==> src/rtl/bus_controller_hs_if.sv <==
// Command/bus signal bundle for bus_controller_hs. The master modport is the controller's view.
// The slave modport is the command source and memory side.
interface bus_controller_hs_if #(
   parameter int DATA_W = 8,
   parameter int ADDR_W = 8
);
   logic              i_Cmd_Valid;
   logic              o_Cmd_Ready;
   logic [1:0]        i_Control_Salida;
   logic [DATA_W-1:0] i_Num8b;
   logic [DATA_W-1:0] i_RX;
   logic [DATA_W-1:0] i_RY;
   logic [DATA_W-1:0] o_Bus_Datos_S;
   logic [ADDR_W-1:0] o_Bus_Direccion_Datos;
   logic              o_Lectura_Escritura;
   logic              o_Bus_Req;
   logic              i_Bus_Ack;
   logic [DATA_W-1:0] i_Bus_Datos_E;
   logic [DATA_W-1:0] o_Dato_Leido;
   logic              o_Done;
   logic              o_Error;

   modport master (
      input  i_Cmd_Valid, i_Control_Salida, i_Num8b, i_RX, i_RY, i_Bus_Ack, i_Bus_Datos_E,
      output o_Cmd_Ready, o_Bus_Datos_S, o_Bus_Direccion_Datos, o_Lectura_Escritura,
             o_Bus_Req, o_Dato_Leido, o_Done, o_Error
   );

   modport slave (
      output i_Cmd_Valid, i_Control_Salida, i_Num8b, i_RX, i_RY, i_Bus_Ack, i_Bus_Datos_E,
      input  o_Cmd_Ready, o_Bus_Datos_S, o_Bus_Direccion_Datos, o_Lectura_Escritura,
             o_Bus_Req, o_Dato_Leido, o_Done, o_Error
   );
endinterface

==> src/rtl/bus_controller_hs.sv <==
// Single-outstanding bus master: turns NOP/LOAD/STORE commands into one req/ack bus cycle.
// A bus cycle ends in a one-cycle o_Done pulse on ack, or an o_Error pulse on timeout.
module bus_controller_hs #(
   parameter int DATA_W  = 8,
   parameter int ADDR_W  = 8,
   parameter int TIMEOUT = 15
) (
   input logic                Clk,
   input logic                Rst,
   bus_controller_hs_if.master bus
);
   localparam logic [1:0] S_IDLE = 2'd0;
   localparam logic [1:0] S_REQ  = 2'd1;
   localparam logic [1:0] S_DONE = 2'd2;
   localparam logic [1:0] S_ERR  = 2'd3;

   localparam logic [1:0] C_NOP       = 2'b00;
   localparam logic [1:0] C_LOAD      = 2'b01;
   localparam logic [1:0] C_STORE_NUM = 2'b10;

   localparam int CW = $clog2(TIMEOUT + 1);
   localparam logic [CW-1:0] CNT_LAST = CW'(TIMEOUT - 1);

   logic [1:0]        state_q, state_d;
   logic [ADDR_W-1:0] addr_q, addr_d;
   logic [DATA_W-1:0] data_q, data_d;
   logic              rw_q, rw_d;
   logic              req_q, req_d;
   logic              ready_q, ready_d;
   logic              done_q, done_d;
   logic              err_q, err_d;
   logic [DATA_W-1:0] rd_q, rd_d;
   logic [CW-1:0]     cnt_q, cnt_d;

   always_comb begin
      state_d = state_q;
      addr_d  = addr_q;
      data_d  = data_q;
      rw_d    = rw_q;
      req_d   = req_q;
      rd_d    = rd_q;
      cnt_d   = cnt_q;
      done_d  = 1'b0;
      err_d   = 1'b0;
      case (state_q)
         S_IDLE: begin
            if (bus.i_Cmd_Valid && ready_q) begin
               if (bus.i_Control_Salida == C_NOP) begin
                  state_d = S_DONE;
                  done_d  = 1'b1;
               end else begin
                  state_d = S_REQ;
                  req_d   = 1'b1;
                  cnt_d   = '0;
                  if (bus.i_Control_Salida == C_LOAD) begin
                     addr_d = ADDR_W'(bus.i_RY);
                     data_d = '0;
                     rw_d   = 1'b0;
                  end else begin
                     addr_d = ADDR_W'(bus.i_RX);
                     data_d = (bus.i_Control_Salida == C_STORE_NUM) ? bus.i_Num8b : bus.i_RY;
                     rw_d   = 1'b1;
                  end
               end
            end
         end
         S_REQ: begin
            // Ack is checked before the timeout so a last-cycle ack still completes.
            if (bus.i_Bus_Ack) begin
               state_d = S_DONE;
               req_d   = 1'b0;
               done_d  = 1'b1;
               if (!rw_q) rd_d = bus.i_Bus_Datos_E;
            end else if (cnt_q == CNT_LAST) begin
               state_d = S_ERR;
               req_d   = 1'b0;
               err_d   = 1'b1;
            end else begin
               cnt_d = cnt_q + CW'(1);
            end
         end
         default: begin
            state_d = S_IDLE;
            addr_d  = '0;
            data_d  = '0;
            rw_d    = 1'b0;
         end
      endcase
      ready_d = (state_d == S_IDLE);
   end

   always_ff @(posedge Clk or negedge Rst) begin
      if (!Rst) begin
         state_q <= S_IDLE;
         addr_q  <= '0;
         data_q  <= '0;
         rw_q    <= 1'b0;
         req_q   <= 1'b0;
         ready_q <= 1'b0;
         done_q  <= 1'b0;
         err_q   <= 1'b0;
         rd_q    <= '0;
         cnt_q   <= '0;
      end else begin
         state_q <= state_d;
         addr_q  <= addr_d;
         data_q  <= data_d;
         rw_q    <= rw_d;
         req_q   <= req_d;
         ready_q <= ready_d;
         done_q  <= done_d;
         err_q   <= err_d;
         rd_q    <= rd_d;
         cnt_q   <= cnt_d;
      end
   end

   assign bus.o_Cmd_Ready           = ready_q;
   assign bus.o_Bus_Direccion_Datos = addr_q;
   assign bus.o_Bus_Datos_S         = data_q;
   assign bus.o_Lectura_Escritura   = rw_q;
   assign bus.o_Bus_Req             = req_q;
   assign bus.o_Dato_Leido          = rd_q;
   assign bus.o_Done                = done_q;
   assign bus.o_Error               = err_q;
endmodule

==> src/flat_wrapper.sv <==
// flat-port wrapper written by rule: the top's interface ports become plain ports
module bus_controller_hs_flat 
#(
   parameter int DATA_W  = 8,
   parameter int ADDR_W  = 8,
   parameter int TIMEOUT = 15
)
  (Clk, Rst, bus_i_Cmd_Valid, bus_i_Control_Salida, bus_i_Num8b, bus_i_RX, bus_i_RY, bus_i_Bus_Ack, bus_i_Bus_Datos_E, bus_o_Cmd_Ready, bus_o_Bus_Datos_S, bus_o_Bus_Direccion_Datos, bus_o_Lectura_Escritura, bus_o_Bus_Req, bus_o_Dato_Leido, bus_o_Done, bus_o_Error);
  bus_controller_hs_if #(.DATA_W(DATA_W), .ADDR_W(ADDR_W)) bus_i ();
  input logic Clk;
  input logic Rst;
  input wire logic [$bits(bus_i.i_Cmd_Valid)-1:0] bus_i_Cmd_Valid;
  input wire logic [$bits(bus_i.i_Control_Salida)-1:0] bus_i_Control_Salida;
  input wire logic [$bits(bus_i.i_Num8b)-1:0] bus_i_Num8b;
  input wire logic [$bits(bus_i.i_RX)-1:0] bus_i_RX;
  input wire logic [$bits(bus_i.i_RY)-1:0] bus_i_RY;
  input wire logic [$bits(bus_i.i_Bus_Ack)-1:0] bus_i_Bus_Ack;
  input wire logic [$bits(bus_i.i_Bus_Datos_E)-1:0] bus_i_Bus_Datos_E;
  output wire logic [$bits(bus_i.o_Cmd_Ready)-1:0] bus_o_Cmd_Ready;
  output wire logic [$bits(bus_i.o_Bus_Datos_S)-1:0] bus_o_Bus_Datos_S;
  output wire logic [$bits(bus_i.o_Bus_Direccion_Datos)-1:0] bus_o_Bus_Direccion_Datos;
  output wire logic [$bits(bus_i.o_Lectura_Escritura)-1:0] bus_o_Lectura_Escritura;
  output wire logic [$bits(bus_i.o_Bus_Req)-1:0] bus_o_Bus_Req;
  output wire logic [$bits(bus_i.o_Dato_Leido)-1:0] bus_o_Dato_Leido;
  output wire logic [$bits(bus_i.o_Done)-1:0] bus_o_Done;
  output wire logic [$bits(bus_i.o_Error)-1:0] bus_o_Error;
  assign bus_i.i_Cmd_Valid = bus_i_Cmd_Valid;
  assign bus_i.i_Control_Salida = bus_i_Control_Salida;
  assign bus_i.i_Num8b = bus_i_Num8b;
  assign bus_i.i_RX = bus_i_RX;
  assign bus_i.i_RY = bus_i_RY;
  assign bus_i.i_Bus_Ack = bus_i_Bus_Ack;
  assign bus_i.i_Bus_Datos_E = bus_i_Bus_Datos_E;
  assign bus_o_Cmd_Ready = bus_i.o_Cmd_Ready;
  assign bus_o_Bus_Datos_S = bus_i.o_Bus_Datos_S;
  assign bus_o_Bus_Direccion_Datos = bus_i.o_Bus_Direccion_Datos;
  assign bus_o_Lectura_Escritura = bus_i.o_Lectura_Escritura;
  assign bus_o_Bus_Req = bus_i.o_Bus_Req;
  assign bus_o_Dato_Leido = bus_i.o_Dato_Leido;
  assign bus_o_Done = bus_i.o_Done;
  assign bus_o_Error = bus_i.o_Error;
  bus_controller_hs #(.DATA_W(DATA_W), .ADDR_W(ADDR_W), .TIMEOUT(TIMEOUT)) u_core (.Clk(Clk), .Rst(Rst), .bus(bus_i));
endmodule
==> config.mk <==
export PLATFORM = sky130hd
export DESIGN_NAME = bus_controller_hs_flat
export DESIGN_NICKNAME = d
export VERILOG_FILES = /design/src/rtl/bus_controller_hs_if.sv /design/src/rtl/bus_controller_hs.sv /design/src/flat_wrapper.sv
export SDC_FILE = /design/constraint.sdc
export NUM_CORES = 1
export LEC_CHECK = 0
export ABC_AREA = 1
export CORE_MARGIN = 1
export CORE_UTILIZATION = 30
export DETAILED_ROUTE_END_ITERATION = 12
export HOLD_SLACK_MARGIN = 0.02
export PLACE_DENSITY_LB_ADDON = 0.25
export SLEW_MARGIN = 10
export SYNTH_ARGS = -nofsm -noshare
export SYNTH_HDL_FRONTEND = slang
export SYNTH_SLANG_ARGS = --single-unit
==> constraint.sdc <==
create_clock -name Clk -period 2.4 [get_ports Clk]
set_input_delay 0.48 -clock Clk [delete_from_list [all_inputs] [get_ports Clk]]
set_output_delay 0.48 -clock Clk [all_outputs]
set_load 0.01 [all_outputs]
==> summary.txt, run 1 <==
Routing
  – DR pass1 iterations: 4
  – Vias: 1491
  – Met3 wire length: 173 µm
  – Met2 WL: 1850 µm
  – Wire length per cell: 11.3 µm
  – WL met1: 1870 µm
  – Antenna viol nets, final: 0
  – Drt via density: 4.26
  – Total Routed Length: 3970 µm
  – DR DRC count: 0
  – Starting DRT DRC Count: 66
  – Max Used Layer: met4

Final layout
  – Most frequent cells in the layout: 65 x clkdlybuf4s50_1, 60 x nand2_1, 35 x dfrtp_1
  – Layout cells sized above 1: 11.5%
  – Antenna cell count: 0
  – Layout area overhead: 45.1%
  – Most common cell after layout, fill and taps aside: clkdlybuf4s50_1
  – Nets: 317

Global routing
  – First-pass GRT wire length: 6930 µm
  – All-Layer GR Usage: 14.8%
  – Initial antenna violation count: 0
  – Vias in the first global route: 1438
  – Grt ovf: 0
  – Largest net degree at the start of global routing: 36

Timing
  – Final Slew Violations: 0
  – Hold Vio Cnt, Final: 0
  – Fmax: 0.590 GHz
  – Clk_skew: 0.00343 ns
  – Max_slew headroom: 48.7%
  – Least-Margin Pin Slew: 0.769 ns
  – Final worst path period share: 70.7%
  – Setup violations, final: 0
  – Final setup TNS: 0 ns
  – RSZ-0062 raised after global routing: false
  – Crit path time final: 1.70 ns

Setup path
  – Slowest cell on crit path: clkdlybuf4s50_1
  – Crit-path max FO: 3
  – WP buf/inv: 1
  – CP Cell Sequence: clkdlybuf4s50_1
  – CP Depth: 1
  – Crit path capture: bus_o_Lectura_Escritura
  – Crit-path max cell delay: 0.55 ns
  – Worst Path Arrival: 1.22 ns
  – CP endpoint kind: output port
  – CP Data Required Time: 1.92 ns
  – CP top delay family: buffers and inverters
  – Setup Crit Path Kind: flip-flop to output port
  – RR Startpoint: u_core.state_q[0]$_DFF_PN0_
  – Reg2Reg Setup Slack: 0.93 ns
  – Worst r2r dst: u_core.bus.o_Bus_Datos_S[0]$_DFFE_PN0P_
  – Reg2reg path depth: 5
  – Setup crit start: u_core.bus.o_Lectura_Escritura$_DFFE_PN0P_
  – Startpoint Class: flip-flop

Clock network
  – Cells resized by post-CTS repair: 0
  – Clock-pin slew on the worst setup and hold paths: 0.07 ns
  – Clk_lat worst skew: 0.29 ns
  – Buffer depth of the longest clock path: 2
  – Root buf cell: clkbuf_8
  – CTS tree: done
  – H-tree Lvls: 2
  – Setup bufs post-CTS: 0
  – Clock tree sinks: 35
  – Hold_buf cts: 0
  – Number of CTS-inserted buffers: 5

Yosys
  – Syn Std Cell Area: 1780 µm²
  – Ys async rst share: 100%
  – Post-synth EDFFs: 0
  – Top FF cell, synth: dfrtp_1
  – Synthesized instance count: 208
  – Post-synth cell types: 22
  – #FFs+latches synth: 35
  – Mean Syn Cell Area: 8.57 µm²
  – Seq/Total Area, Yosys: 49.1%
  – Syn_nets: 248
  – Yosys warnings: 0

Floorplanning
  – Initial Util: 31.8%
  – I/O pin total: 67
  – Die area: 6260 µm²
  – FP Rows: 27
  – Die Y: 79.1 µm
  – Die X: 79.1 µm
  – CORE AREA: 5610 µm²

Pwr
  – PD cells: 1050 nW/µm²
  – Clock group share of total power: 17.0%
  – Peak supply drop: 0.515 mV
  – Logic pwr share: 47.4%
  – Sw frac: 37.2%
  – P_int: 1.71 mW
  – Final Total Pwr: 2.73 mW
  – Switching power: 1.01 mW
  – Share of power burned in registers: 35.6%
  – Leakage: 1.25 nW

Place
  – Routability cong.: 0.810
  – Post-DP HPWL: 2980 µm
  – Buffers on Ports: 66

Hold path
  – Hold crit path type: input pin to asynchronous set/reset pin

Run
  – Maxcap violations: 0

Status
  – Status: finished clean
state kept, by name, summed over array words and instances (netlist names), 2 cells and up:
| register | flops |
|---|---|
| u_core.bus.o_Bus_Datos_S | 8 |
| u_core.bus.o_Bus_Direccion_Datos | 8 |
| u_core.state_q | 2 |
| u_core.bus.o_Dato_Leido | 8 |
| u_core.cnt_q | 4 |
routing by layer:
layer,vias up,GRT usage [%]
met3,6,4.60
met1,649,19.1
met5,-,0
met4,0,6.55
met2,37,22.5
li1,799,-
worst min-delay path by stage:
stage	to	start	cells past startpoint	slack [ns]
2_1_floorplan	u_core.bus.o_Bus_Datos_S[0]$_DFFE_PN0P_	Rst	0	0.18
3_5_place_dp	u_core.bus.o_Dato_Leido[2]$_DFFE_PN0P_	u_core.bus.o_Dato_Leido[2]$_DFFE_PN0P_	2	0.47
4_1_cts	u_core.bus.o_Dato_Leido[7]$_DFFE_PN0P_	Rst	1	0.29
5_1_grt	u_core.bus.o_Dato_Leido[7]$_DFFE_PN0P_	Rst	1	0.32
3_3_place_gp	u_core.bus.o_Bus_Direccion_Datos[0]$_DFFE_PN0P_	u_core.bus.o_Bus_Direccion_Datos[0]$_DFFE_PN0P_	2	0.47
6_report	u_core.bus.o_Bus_Datos_S[3]$_DFFE_PN0P_	Rst	1	0.26
Yosys cell counts, types with 3 or more instances:
| master | count | area share [%] |
|---|---|---|
| nand3_1 | 16 | 4.5 |
| buf_6 | 3 | 1.9 |
| nand3_4 | 3 | 2.9 |
| nand2_4 | 3 | 1.9 |
| o22ai_1 | 8 | 2.8 |
| nor2_1 | 7 | 1.5 |
| inv_1 | 33 | 6.9 |
| dfrtp_1 | 35 | 49 |
| o21ai_0 | 14 | 3.9 |
| o21ai_2 | 11 | 5.4 |
| nand2_1 | 60 | 13 |
kinds of logic (layout without fill, tap and decap cells):
family                   Yosys count  in the layout  share of synthesized area (%)
XOR/XNOR                           1              1                          0.491
AND/OR/NAND/NOR                   94             94                           25.8
buffers and inverters             40            110                           10.2
AO/OA/AOI/OAI                     36             36                           13.0
flip-flops                        35             35                           49.1
adder cells (fa/ha/maj)            2              2                           1.40
layout make-up:
| cell class | count | area [µm²] |
|---|---|---|
| fill | 551 | 3020 |
| sequential | 35 | 876 |
| multi-input combinational | 133 | 726 |
| timing repair buffer | 66 | 656 |
| inverter | 36 | 140 |
| clock buffer | 8 | 100 |
| tap | 72 | 90.1 |
power by group through the flow:
| stage | clock network [mW] | registers [mW] | logic [mW] |
|---|---|---|---|
| 3_5_place_dp | 0 | 0.980 | 1.31 |
| 5_1_grt | 0.517 | 1.00 | 1.45 |
| 3_3_place_gp | 0 | 0.981 | 1.30 |
| 6_report | 0.464 | 0.970 | 1.29 |
| 4_1_cts | 0.486 | 0.972 | 1.31 |
| 2_1_floorplan | 0 | 1.06 | 0.696 |
metrics by stage:
step	setup slack (ns)	util [%]	hold slack (ns)	cell area [µm²]	cells
final	0.704	46.1	0.264	2590	350
after floorplan	1.18	-	0.184	1780	208
after global routing	0.620	46.1	0.316	2590	350
after CTS	0.676	46.1	0.289	2590	350
after detailed placement	0.465	44.4	0.469	2490	342
after global placement	0.533	44.4	0.466	2490	342
Power figures use the tool's default switching activity.
==> run 2, diff against run 1 <==
==> constraint.sdc (replaced) <==
create_clock -name Clk -period 1.8 [get_ports Clk]
set_input_delay 0.36 -clock Clk [delete_from_list [all_inputs] [get_ports Clk]]
set_output_delay 0.36 -clock Clk [all_outputs]
set_load 0.01 [all_outputs]
==> run 2 against run 1 <==
  * Die area unchanged
  * Via count grew 1.0%
  * Design area rose by 2.3%
  * Global-route usage decreased by 0.22 points
  * Worst setup slack lost 0.48 ns
  * Sequential power increased by 33%
  * Combinational power is 36% higher
  * Count of clock-buffer cells in the layout is 3 lower
  * Clock skew is 0.00073 ns higher
  * Largest cell class unchanged
  * Highest routed layer unchanged
==> summary.txt, run 2 (same netlist as run 1, synthesis figures left out) <==
Status
  – Status: finished clean

Place
  – Post-DP HPWL: 3090 µm (+3.5%)
  – Placed Cells: 345 (+0.88%)
  – Place WS: 0.0696 ns (-0.396 ns)
  – Buffers on Ports: 66 (unchanged)
  – Dpl cell area: 2510 µm² (+0.91%)
  – Routability cong.: 0.790 (-2.6%)

Timing
  – Final worst slack: 0.224 ns (-0.480 ns)
  – Final setup TNS: 0 ns (unchanged)
  – Crit path time final: 1.58 ns
  – Fmax: 0.635 GHz
  – RSZ-0062 raised after global routing: false
  – Hold Vio Cnt, Final: 0 (unchanged)
  – Max_slew headroom: 70.3% (+22 points)
  – Hold WS: 0.0946 ns (-0.169 ns)
  – Final worst path period share: 87.5%
  – Setup violations, final: 0 (unchanged)
  – Final Slew Violations: 0 (unchanged)
  – Least-Margin Pin Slew: 0.446 ns (-0.324 ns)
  – Clk_skew: 0.00416 ns (+0.000733 ns)

Setup path
  – Setup Crit Path Kind: flip-flop to output port
  – CP endpoint kind: output port
  – Crit-path max cell delay: 0.55 ns (about the same)
  – Worst Path Arrival: 1.22 ns (about the same)
  – CP Cell Sequence: clkdlybuf4s50_1
  – WP buf/inv: 1 (unchanged)
  – Startpoint Class: flip-flop
  – CP top delay family: buffers and inverters
  – Slowest cell on crit path: clkdlybuf4s50_1
  – CP Data Required Time: 1.44 ns (-0.48 ns)
  – Crit-path max FO: 3 (unchanged)

Final layout
  – Register area: 876 µm² (unchanged)
  – Nets: 320 (+0.95%)
  – Final core occ: 47.2% (+1.0 points)
  – Most common cell after layout, fill and taps aside: clkdlybuf4s50_1
  – Fin cells: 353 (+0.86%)
  – Most frequent cells in the layout: 65 x clkdlybuf4s50_1, 60 x nand2_1, 35 x dfrtp_1
  – Final instance area: 2650 µm² (+2.3%)
  – Layout cells sized above 1: 12.8% (+1.3 points)
  – Layout area overhead: 48.4%
  – Antenna cell count: 0 (unchanged)
  – Multi-input logic area: 726 µm² (unchanged)
  – Filler instances: 560 (+1.6%)

Routing
  – Total Routed Length: 4030 µm (+1.4%)
  – Vias: 1506 (+1.0%)
  – Antenna viol nets, final: 0 (unchanged)
  – DR DRC count: 0 (unchanged)
  – Wire length per cell: 11.4 µm (+0.55%)
  – Starting DRT DRC Count: 73 (+11%)
  – Drt via density: 4.27 (+0.15%)
  – DR pass1 iterations: 4 (unchanged)

Global routing
  – Grt ovf: 0 (unchanged)
  – First-pass GRT wire length: 6820 µm (-1.6%)
  – Vias in the first global route: 1429 (-0.63%)
  – All-Layer GR Usage: 14.5% (-0.22 points)
  – Largest net degree at the start of global routing: 36 (unchanged)
  – Initial antenna violation count: 0 (unchanged)

Floorplanning
  – Die X: 79.1 µm (unchanged)
  – Die Y: 79.1 µm (unchanged)
  – I/O pin total: 67 (unchanged)
  – Die area: 6260 µm² (unchanged)
  – FP Rows: 27 (unchanged)
  – Initial Util: 31.8% (unchanged)
  – CORE AREA: 5610 µm² (unchanged)

Pwr
  – PD cells: 1470 nW/µm² (+40%)
  – Final Total Pwr: 3.90 mW (+43%)
  – Leakage: 1.28 nW (+2.2%)
  – Peak supply drop: 0.606 mV (+18%)

Clock network
  – Clock-pin slew on the worst setup and hold paths: 0.08 ns (about the same)
  – Root buf cell: clkbuf_8
  – Hold_buf cts: 0 (unchanged)
  – Cells resized by post-CTS repair: 0 (unchanged)
  – Buffer depth of the longest clock path: 2 (unchanged)
  – Number of CTS-inserted buffers: 5 (unchanged)
  – CTS tree: done
  – Setup bufs post-CTS: 0 (unchanged)
  – Clk_lat worst skew: 0.29 ns (about the same)
  – Clock tree sinks: 35 (unchanged)
  – H-tree Lvls: 2 (unchanged)

Hold path
  – Hold crit path type: input pin to asynchronous set/reset pin

Run
  – Maxcap violations: 0 (unchanged)
## run 2: cell types whose count changed in the layout (fill, tap and decap cells not counted)
cell and delta:
buf_4 +3, clkinvlp_4 +1, clkbuf_8 -2, clkbuf_1 -1, bufinv_16 +2
## run 2: cell type report
type	instances	share of cell area [%]
flip-flops and latches	35	33.1
multi-input cells	133	27.4
repair buffers	69	25.6
inverters	36	5.30
well taps	72	3.40
clock buffers	5	2.60
clock inverters	3	2.55
## run 2: path summary, 6_finish.rpt
kind	startpoint	end	slack [ns]	cells after the start
setup / recovery	u_core.bus.o_Lectura_Escritura$_DFFE_PN0P_	bus_o_Lectura_Escritura	0.22	1
hold / removal	Rst	u_core.bus.o_Bus_Datos_S[6]$_DFFE_PN0P_	0.09	2
setup reg to reg	u_core.cnt_q[0]$_DFFE_PN0P_	u_core.cnt_q[3]$_DFFE_PN0P_	0.34	8
hold reg to reg	u_core.bus.o_Bus_Req$_DFFE_PN0P_	u_core.bus.o_Bus_Req$_DFFE_PN0P_	0.48	2
max in group asynchronous	Rst	u_core.bus.o_Bus_Direccion_Datos[4]$_DFFE_PN0P_	1.38	2
min in group Clk	u_core.bus.o_Bus_Req$_DFFE_PN0P_	u_core.bus.o_Bus_Req$_DFFE_PN0P_	0.48	2
## run 2: worst reg2reg max path: stages (launching register included)
cell     delay, ns
dfrtp_1       0.42
inv_1         0.07
ha_1          0.20
nand3_1       0.13
nand2_1       0.11
nand2_4       0.10
nand3_1       0.17
nand2_1       0.11
nand2_1       0.05
## run 2: power breakdown
| part | total (mW) | internal [mW] | switching [mW] |
|---|---|---|---|
| clock network | 0.848 | 0.553 | 0.296 |
| registers | 1.29 | 1.10 | 0.193 |
| logic | 1.76 | 0.861 | 0.897 |
| total | 3.90 | 2.51 | 1.39 |
## run 2: metal layers
metal	share of wire [%]	global-route usage, %
met5	0	0
met4	1.4	4.91
met3	4.8	4.60
met2	47	22.2
met1	47	19.4
==> run 3, diff against run 2 <==
--- a/config.mk
+++ b/config.mk
@@ -6,12 +6,12 @@
 export NUM_CORES = 1
 export LEC_CHECK = 0
 export ABC_AREA = 1
+export CAP_MARGIN = 0
 export CORE_MARGIN = 1
-export CORE_UTILIZATION = 30
+export CORE_UTILIZATION = 44
 export DETAILED_ROUTE_END_ITERATION = 12
 export HOLD_SLACK_MARGIN = 0.02
 export PLACE_DENSITY_LB_ADDON = 0.25
-export SLEW_MARGIN = 10
 export SYNTH_ARGS = -nofsm -noshare
 export SYNTH_HDL_FRONTEND = slang
 export SYNTH_SLANG_ARGS = --single-unit
==> run 3 against run 2 <==
  * Non-clock buffer count did not move
  * Worst setup slack improved by 0.0053 ns
  * Utilization rose by 21 points
  * Combinational power barely moved
  * Clock power decreased by 28%
  * Flip-flop and latch count is the same
  * Count of clock-buffer cells in the layout grew 3
  * Largest cell class unchanged
==> summary.txt, run 3 (same netlist as run 1, synthesis figures left out) <==
Clock network
  – Clock-pin slew on the worst setup and hold paths: 0.06 ns (-0.02 ns)
  – Cells resized by post-CTS repair: 0 (unchanged)
  – H-tree Lvls: 2 (unchanged)
  – Hold_buf cts: 0 (unchanged)
  – CTS tree: done
  – Buffer depth of the longest clock path: 2 (unchanged)
  – Clock tree sinks: 35 (unchanged)
  – Setup bufs post-CTS: 0 (unchanged)
  – Clk_lat worst skew: 0.29 ns (about the same)
  – Number of CTS-inserted buffers: 5 (unchanged)
  – Root buf cell: clkbuf_8

Timing
  – Fmax: 0.637 GHz (+0.34%)
  – Max_slew headroom: 71.0% (+0.75 points)
  – Setup violations, final: 0 (unchanged)
  – Final Slew Violations: 0 (unchanged)
  – Hold Vio Cnt, Final: 0 (unchanged)
  – Least-Margin Pin Slew: 0.435 ns (-0.0112 ns)
  – Crit path time final: 1.57 ns (-0.00528 ns)
  – Final setup TNS: 0 ns (unchanged)
  – Final worst path period share: 87.3% (-0.29 points)
  – Clk_skew: 0.00383 ns (-0.000336 ns)
  – RSZ-0062 raised after global routing: false

Floorplanning
  – Die X: 65.7 µm (-17%)
  – Initial Util: 47.3% (+15 points)
  – CORE AREA: 3770 µm² (-33%)
  – FP Rows: 22 (-19%)
  – I/O pin total: 67 (unchanged)
  – Die Y: 65.7 µm (-17%)
  – Die area: 4310 µm² (-31%)

Setup path
  – Crit-path max cell delay: 0.56 ns (about the same)
  – CP Data Required Time: 1.44 ns (about the same)
  – Reg2reg path depth: 8 (unchanged)
  – Crit-path max FO: 3 (unchanged)
  – Slowest cell on crit path: clkdlybuf4s50_1
  – CP Cell Sequence: clkdlybuf4s50_1
  – CP top delay family: buffers and inverters
  – CP Depth: 1 (unchanged)
  – Startpoint Class: flip-flop
  – Worst Path Arrival: 1.21 ns (about the same)
  – WP buf/inv: 1 (unchanged)
  – CP endpoint kind: output port
  – Setup Crit Path Kind: flip-flop to output port

Routing
  – Starting DRT DRC Count: 82 (+12%)
  – Wire length per cell: 11.5 µm (+1.1%)
  – DR DRC count: 0 (unchanged)
  – DR pass1 iterations: 4 (unchanged)
  – Antenna viol nets, final: 0 (unchanged)
  – Drt via density: 4.72 (+11%)
  – Total Routed Length: 3790 µm (-5.7%)
  – Vias: 1552 (+3.1%)

Place
  – Post-DP HPWL: 2950 µm (-4.3%)
  – Routability cong.: 0.832 (+5.3%)
  – Buffers on Ports: 66 (unchanged)
  – Dpl cell area: 2480 µm² (-1.0%)

Global routing
  – First-pass GRT wire length: 6470 µm (-5.3%)
  – Vias in the first global route: 1529 (+7.0%)
  – Grt ovf: 0 (unchanged)
  – Grt met2 use: 32.7% (+10 points)
  – Most Crowded Layer GR: met2
  – Met3 usage: 5.38% (+0.78 points)
  – Initial antenna violation count: 0 (unchanged)
  – All-Layer GR Usage: 20.4% (+5.9 points)
  – Largest net degree at the start of global routing: 36 (unchanged)
  – M1 GR Usage: 24.3% (+4.9 points)

Pwr
  – PD cells: 1420 nW/µm² (-3.6%)
  – Leakage: 1.26 nW (-1.0%)
  – Peak supply drop: 0.769 mV (+27%)

Hold path
  – Hold crit path type: input pin to asynchronous set/reset pin

Run
  – Maxcap violations: 0 (unchanged)

Final layout
  – Layout area overhead: 45.0%
  – Layout cells sized above 1: 12.1% (-0.71 points)
  – Nets: 320 (unchanged)
  – Most frequent cells in the layout: 66 x clkdlybuf4s50_1, 60 x nand2_1, 35 x dfrtp_1
  – Antenna cell count: 0 (unchanged)
  – Filler instances: 332 (-41%)
  – Final instance area: 2580 µm² (-2.3%)
  – Most common cell after layout, fill and taps aside: clkdlybuf4s50_1

Status
  – Status: finished clean
## run 3: where the power goes
part	total (mW)	switching, mW	leakage, nW	internal [mW]
clock network	0.614	0.265	0.0515	0.349
logic	1.76	0.902	0.760	0.860
registers	1.29	0.196	0.453	1.10
total	3.67	1.36	1.26	2.31
## run 3: routing by layer
| metal | vias up | part of all wire [%] |
|---|---|---|
| met2 | 46 | 47 |
| met5 | - | 0 |
| met4 | 0 | 2.3 |
| met1 | 693 | 45 |
| met3 | 9 | 5.8 |
| li1 | 804 | - |
## run 3: worst paths after layout
kind                                                       startpoint                                      end  slack [ns]
max                        u_core.bus.o_Lectura_Escritura$_DFFE_PN0P_                  bus_o_Lectura_Escritura        0.23
min                                                               Rst  u_core.bus.o_Bus_Datos_S[4]$_DFFE_PN0P_        0.48
max reg2reg                               u_core.cnt_q[0]$_DFFE_PN0P_              u_core.cnt_q[0]$_DFFE_PN0P_        0.39
min reg2reg                    u_core.bus.o_Dato_Leido[4]$_DFFE_PN0P_   u_core.bus.o_Dato_Leido[4]$_DFFE_PN0P_        0.48
max in group asynchronous                                         Rst   u_core.bus.o_Dato_Leido[0]$_DFFE_PN0P_        1.02
min in group Clk               u_core.bus.o_Dato_Leido[4]$_DFFE_PN0P_   u_core.bus.o_Dato_Leido[4]$_DFFE_PN0P_        0.48
## run 3: cell type report
cell class                      count  area (µm²)  area share (%)
Sequential cell                    35         876            33.9
Multi-Input combinational cell    133         726            28.1
Timing Repair Buffer               69         683            26.4
Inverter                           36         140            5.42
Clock buffer                        8         100            3.87
Tap cell                           48        60.1            2.32
## run 3: stage by stage
stage | hold WS, ns | worst slack (ns) | instances | total power [mW] | utilization, %
after detailed placement | 0.472 | 0.0958 | 321 | 3.08 | 65.9
after global placement | 0.467 | 0.168 | 321 | 3.04 | 65.9
final | 0.478 | 0.229 | 329 | 3.67 | 68.5
after global routing | 0.498 | 0.167 | 329 | 3.93 | 68.5
after CTS | 0.491 | 0.214 | 329 | 3.71 | 68.5
after floorplan | 0.0644 | 0.584 | 208 | 2.34 | -
